File: src/rtl/game_flow_controller.sv
// game_flow_controller: idle/countdown/play/hit/game-over sequencer and frame mux for the LED dodge game.
// Optional map speed-up ramp enabled by defining GAME_FLOW_SPEEDUP_EN.
module game_flow_controller #(
  parameter int COUNT_CYCLES  = 50_000_000,
  parameter int HIT_CYCLES    = 25_000_000,
  parameter int BLINK_CYCLES  = 12_500_000,
  parameter int LIVES         = 3,
  parameter int SPEEDUP_TICKS = 32
) (
  input  logic        system_clk,
  input  logic        rst,
  input  logic        left,
  input  logic        right,
  input  logic        map_tick,
  input  logic [63:0] map_fb,
  input  logic [63:0] live_fb,
  input  logic [2:0]  player_col,
  output logic        game_rst,
  output logic        run_en,
  output logic [63:0] disp_fb,
  output logic [2:0]  lives_left,
  output logic [1:0]  state,
  output logic [1:0]  speed_level
);
  localparam int CW = $clog2(COUNT_CYCLES > 1 ? COUNT_CYCLES : 2);
  localparam int HW = $clog2(HIT_CYCLES > 1 ? HIT_CYCLES : 2);
  localparam int BW = $clog2(BLINK_CYCLES > 1 ? BLINK_CYCLES : 2);
  localparam logic [63:0] IDLE_FB = 64'h0000_0018_1800_0000;
  localparam logic [2:0] S_IDLE = 3'd0, S_COUNT = 3'd1, S_PLAY = 3'd2, S_OVER = 3'd3, S_HIT = 3'd4;
  logic [2:0] fsm, fsm_n, lives_n;
  logic [1:0] step, step_n;
  logic [CW-1:0] ccnt, ccnt_n;
  logic [HW-1:0] hcnt, hcnt_n;
  logic [BW-1:0] bcnt, bcnt_n;
  logic blink, blink_n, press, hit, c_done, h_done, b_done, entry, stay;
  logic [63:0] disp_n;
  assign press  = left | right;
  assign hit    = map_tick & map_fb[{3'd7, player_col}];
  assign c_done = ccnt == CW'(COUNT_CYCLES - 1);
  assign h_done = hcnt == HW'(HIT_CYCLES - 1);
  assign b_done = bcnt == BW'(BLINK_CYCLES - 1);
  always_comb begin
    fsm_n   = fsm;
    step_n  = step;
    lives_n = lives_left;
    case (fsm)
      S_IDLE:  if (press) begin
        fsm_n   = S_COUNT;
        step_n  = 2'd3;
        lives_n = 3'(LIVES);
      end
      S_COUNT: if (c_done) begin
        fsm_n  = step == 2'd1 ? S_PLAY : S_COUNT;
        step_n = step == 2'd1 ? step : step - 2'd1;
      end
      S_PLAY:  if (hit) begin
        fsm_n   = lives_left > 3'd1 ? S_HIT : S_OVER;
        lives_n = lives_left > 3'd1 ? lives_left - 3'd1 : 3'd0;
      end
      S_HIT:   fsm_n = h_done ? S_PLAY : S_HIT;
      S_OVER:  fsm_n = press ? S_IDLE : S_OVER;
      default: fsm_n = S_IDLE;
    endcase
    entry   = fsm_n != fsm;
    stay    = (fsm_n == S_HIT || fsm_n == S_OVER) && !entry;
    ccnt_n  = (fsm_n != S_COUNT || entry || c_done) ? '0 : ccnt + 1'b1;
    hcnt_n  = (fsm_n != S_HIT || entry) ? '0 : h_done ? hcnt : hcnt + 1'b1;
    bcnt_n  = (stay && !b_done) ? bcnt + 1'b1 : '0;
    blink_n = stay ? blink ^ b_done : 1'b0;
    disp_n  = fsm_n == S_IDLE  ? IDLE_FB :
              fsm_n == S_COUNT ? (64'd1 << {step_n, 3'd0}) - 64'd1 :
              fsm_n == S_PLAY  ? live_fb :
              blink_n ? 64'd0 : live_fb;
  end
  always_ff @(posedge system_clk) begin
    if (rst) begin
      fsm        <= S_IDLE;
      step       <= 2'd0;
      ccnt       <= '0;
      hcnt       <= '0;
      bcnt       <= '0;
      blink      <= 1'b0;
      lives_left <= 3'(LIVES);
      game_rst   <= 1'b1;
      run_en     <= 1'b0;
      disp_fb    <= IDLE_FB;
      state      <= 2'd0;
    end else begin
      fsm        <= fsm_n;
      step       <= step_n;
      ccnt       <= ccnt_n;
      hcnt       <= hcnt_n;
      bcnt       <= bcnt_n;
      blink      <= blink_n;
      lives_left <= lives_n;
      game_rst   <= fsm_n == S_IDLE || fsm_n == S_COUNT;
      run_en     <= fsm_n == S_PLAY;
      disp_fb    <= disp_n;
      state      <= fsm_n == S_HIT ? 2'd2 : fsm_n[1:0];
    end
  end
`ifdef GAME_FLOW_SPEEDUP_EN
  logic [15:0] tcnt;
  always_ff @(posedge system_clk) begin
    if (rst || (fsm != S_COUNT && fsm_n == S_COUNT)) begin
      tcnt        <= 16'd0;
      speed_level <= 2'd0;
    end else if (fsm == S_PLAY && map_tick) begin
      tcnt        <= tcnt == 16'(SPEEDUP_TICKS - 1) ? 16'd0 : tcnt + 16'd1;
      speed_level <= (tcnt == 16'(SPEEDUP_TICKS - 1) && speed_level != 2'd3) ? speed_level + 2'd1 : speed_level;
    end
  end
`else
  assign speed_level = 2'd0;
`endif
endmodule

File: config.mk
export PLATFORM = sky130hd
export DESIGN_NAME = game_flow_controller
export DESIGN_NICKNAME = d
export VERILOG_FILES = /design/src/rtl/game_flow_controller.sv
export SDC_FILE = /design/constraint.sdc
export NUM_CORES = 1
export LEC_CHECK = 0
export BUFFER_PORTS_ARGS = -buffer_cell sky130_fd_sc_hd__buf_2
export CAP_MARGIN = 20
export CORE_MARGIN = 5
export CORE_UTILIZATION = 54
export DETAILED_ROUTE_END_ITERATION = 7
export GPL_TIMING_DRIVEN = 0
export PLACE_DENSITY = 0.89
export SLEW_MARGIN = 20
export SYNTH_ARGS = -nofsm -noshare
export SYNTH_HDL_FRONTEND = slang
export SYNTH_SLANG_ARGS = --single-unit
File: constraint.sdc
create_clock -name system_clk -period 6.04 [get_ports system_clk]
set_input_delay 0.604 -clock system_clk [delete_from_list [all_inputs] [get_ports system_clk]]
set_output_delay 0.604 -clock system_clk [all_outputs]
set_load 0.05 [all_outputs]
==> impl_summary.log <==
[metrics] cell at the root of the clock tree: sky130_fd_sc_hd__clkbuf_16
[metrics] Sink Count: 152
[metrics] clock transition at the register clock pins on the worst setup and hold paths after CTS: 60 ps
[metrics] DP Wirelength: 10400 um
[metrics] cell depth of the worst hold path: 3
[metrics] shortest period the worst path allows: 3040 ps
[metrics] final hold violation count: 0
[metrics] die extent in x: 117 um
[metrics] Max Clock Skew: 9.10 ps
[metrics] synth warn: 0
[metrics] GR Util All Layers: 21.9%
[metrics] Antenna Nets Post-Route: 0
[metrics] I/O Pins: 209
[metrics] Total Die Area: 13700 um^2
[metrics] ant diodes: 0
[metrics] hold buffer count at cts: 0
[metrics] maximum fanout along the worst path: 10
[metrics] via count of the routed design: 5440
[metrics] max-slew violations: 0
[metrics] average size of a mapped cell: 8.86 um^2
[metrics] hold crit path type: in2reg
[metrics] leading post-synthesis cells by cell area: sky130_fd_sc_hd__dfxtp_1 49%, sky130_fd_sc_hd__nor2_1 6.7%, sky130_fd_sc_hd__xor2_1 5.9%, sky130_fd_sc_hd__nand2_1 5.3%, sky130_fd_sc_hd__xnor2_1 3.8%
[metrics] mean routed wirelength per cell: 14.9 um
[metrics] kind of end point of the critical path: register
[metrics] via count of the first global-routing pass: 5142
[metrics] share of flip-flops with an asynchronous set or reset: 0%
[metrics] Tcrit/Tclk final: 50.3%
[metrics] layout overhead on the synthesized area: 24.5%
[metrics] status: completed
[metrics] insertion delay of the later-clocked pin in the worst-skew pair: 420 ps
[metrics] max capacitance violation total: 0
[metrics] number of synthesized flops with an enable pin: 0
[metrics] CTS tree: done
[metrics] placed cells: 991
[metrics] buffer levels on the longest clock path: 2
[metrics] Required @ worst endpoint: 6320 ps
[metrics] total of flip-flops plus latches after synthesis: 152
[metrics] # port buffers: 149
[metrics] cell row count: 39
[metrics] first-pass GRT wire length: 23900 um
[metrics] Synth Cell Area: 6190 um^2
[metrics] gp weighted congestion: 0.827
[metrics] power density over cell area: 308 nW/um^2
[metrics] Avg Vias per Cell: 5.32
[metrics] total clock buffers created by CTS: 17
[metrics] portion of synthesized cell area occupied by the leading cell type: 49.2%
[metrics] total negative slack: 0 ps
[metrics] Total Routed Length: 15200 um
[metrics] number of nets in the finished design: 1011
[metrics] worst hold slack after final layout: 391 ps
[metrics] leakage: 3.17 nW
[metrics] WS Path Type: reg2reg
[metrics] final core occ: 68.0%
[metrics] Gate Count Post-Synth: 698
[metrics] Worst-Margin Slew: 914 ps
[metrics] most frequent cells after synthesis: 152 x sky130_fd_sc_hd__dfxtp_1, 110 x sky130_fd_sc_hd__nor2_1, 87 x sky130_fd_sc_hd__nand2_1, 42 x sky130_fd_sc_hd__xor2_1, 40 x sky130_fd_sc_hd__nand3_1
[metrics] starting density of the core: 54.6%
[metrics] fraction of layout cells with a size suffix above 1: 24.3%
[metrics] quantity of gates resized following cts: 0
[metrics] startpoint class of the critical path: register
[metrics] Detailed Route Iter0 Violations: 455
[metrics] area of the core: 11300 um^2
[metrics] most area-hungry cell type in the Yosys netlist: sky130_fd_sc_hd__dfxtp_1
[metrics] Max Clock Freq: 329 MHz
[metrics] sequential area share after synthesis: 49.2%
[metrics] Slew headroom: 38.5%
[metrics] total global routing overflow: 0
[metrics] number of antenna violations at the first check in global routing: 0
[metrics] Die Height: 117 um
[metrics] FILL cells: 812
[metrics] worst voltage drop across the vdd grid: 0.000259 V
[metrics] Post-DP Area: 7110 um^2
[metrics] setup repair after global routing missed its margin: false
[metrics] reg2reg path depth: 12
[metrics] H-Tree Level Count: 4
[metrics] main flop type after synthesis: sky130_fd_sc_hd__dfxtp_1
[metrics] distinct cell type count after synthesis: 58
[metrics] Critical Path AT: 3320 ps
[metrics] number of setup buffers added after CTS: 0
[metrics] count of unresolved DRC violations after routing: 0
[metrics] detailed-routing iteration count for the pre-antenna-repair pass: 5
[metrics] Final Non-Filler Cells: 1023
[metrics] most repeated cell in the gate-level netlist after synthesis: sky130_fd_sc_hd__dfxtp_1
[metrics] Design Area, Final: 7700 um^2
[metrics] largest net degree at the start of global routing: 17
[metrics] final setup violating endpoints: 0
==> critical path, cell delays in order, from the launching register on <==
cell and delay, ps:
sky130_fd_sc_hd__dfxtp_1 360, sky130_fd_sc_hd__ha_1 190, sky130_fd_sc_hd__and3_1 150, sky130_fd_sc_hd__clkbuf_1 200, sky130_fd_sc_hd__nand4_1 220, sky130_fd_sc_hd__or4_1 540
sky130_fd_sc_hd__nand3_1 140, sky130_fd_sc_hd__nand2_1 70, sky130_fd_sc_hd__ha_1 210, sky130_fd_sc_hd__and2_1 150, sky130_fd_sc_hd__nand4b_1 150, sky130_fd_sc_hd__clkbuf_1 330
sky130_fd_sc_hd__o21ai_0 190
==> placed cells by master (no fill, tap or decap), types with 10 or more instances in the layout <==
cell and n:
sky130_fd_sc_hd__and3_1 17, sky130_fd_sc_hd__nor3_1 10, sky130_fd_sc_hd__xor2_1 42, sky130_fd_sc_hd__nand4_1 14, sky130_fd_sc_hd__nor2_1 110, sky130_fd_sc_hd__o21ai_0 39, sky130_fd_sc_hd__nand2_1 87, sky130_fd_sc_hd__dfxtp_1 152
sky130_fd_sc_hd__nand3_1 40, sky130_fd_sc_hd__clkbuf_1 15, sky130_fd_sc_hd__clkbuf_16 17, sky130_fd_sc_hd__o21ai_1 19, sky130_fd_sc_hd__buf_2 156, sky130_fd_sc_hd__inv_1 18, sky130_fd_sc_hd__xnor2_1 27
==> cell families after synthesis <==
| logic type | share of synthesized area [%] |
|---|---|
| muxes | 1.21 |
| and+or+nand+nor | 25.4 |
| other | 0.0606 |
| xor gates and xnor gates | 9.77 |
| AOI/OAI and AO/OA | 8.92 |
| DFF | 49.2 |
| buffers and inverters | 3.78 |
| adders and majority gates | 1.62 |
==> registers in the layout, summed over array words and instances (netlist names) <==
register	count
fsm	3
run_en	1
lives_left	3
blink	1
state	2
bcnt	24
game_rst	1
disp_fb	64
step	2
ccnt	26
hcnt	25
==> metal layers <==
layer  vias to the layer above  global-route usage (%)  routed length [um]
met3                        48                    5.24                 872
met4                         0                    10.0                 578
met5                         -                       0                   0
li1                       2694                       -                   -
met1                      2528                    25.6                6040
met2                       170                    38.0                7710
==> cell type report <==
class / instances / area, um^2 / area share, %
sequential: 152 / 3040 / 39.5
clock inverter: 12 / 141 / 1.84
buffer: 29 / 166 / 2.16
timing repair buffer: 149 / 746 / 9.68
inverter: 18 / 67.6 / 0.877
multi-input combinational: 500 / 2910 / 37.8
tap: 143 / 179 / 2.32
clock buffer: 20 / 447 / 5.80
==> metrics by stage <==
step                setup slack, ps  power [mW]
floorplan                      3450        1.26
global placement               3020        1.34
detailed placement             2990        1.34
CTS                            2990        2.38
global route                   2750        2.44
finish                         3000        2.38
==> final timing paths <==
check | start | endpoint | slack, ps
worst max-delay path | ccnt[0]$_SDFF_PP0_ | disp_fb[46]$_SDFF_PP0_ | 3000
worst min-delay path | live_fb[33] | disp_fb[33]$_SDFF_PP0_ | 390
worst max register to register | ccnt[0]$_SDFF_PP0_ | disp_fb[46]$_SDFF_PP0_ | 3000
worst min register to register | ccnt[0]$_SDFF_PP0_ | ccnt[0]$_SDFF_PP0_ | 450
==> where the power goes <==
part / internal (mW) / leakage (nW) / switching, mW
Combinational: 0.0704 / 1.65 / 0.201
Clock: 0.625 / 0.282 / 0.427
Sequential: 1.04 / 1.24 / 0.0109
Total: 1.74 / 3.17 / 0.640
No activity file was read; power rests on OpenSTA's default activity.
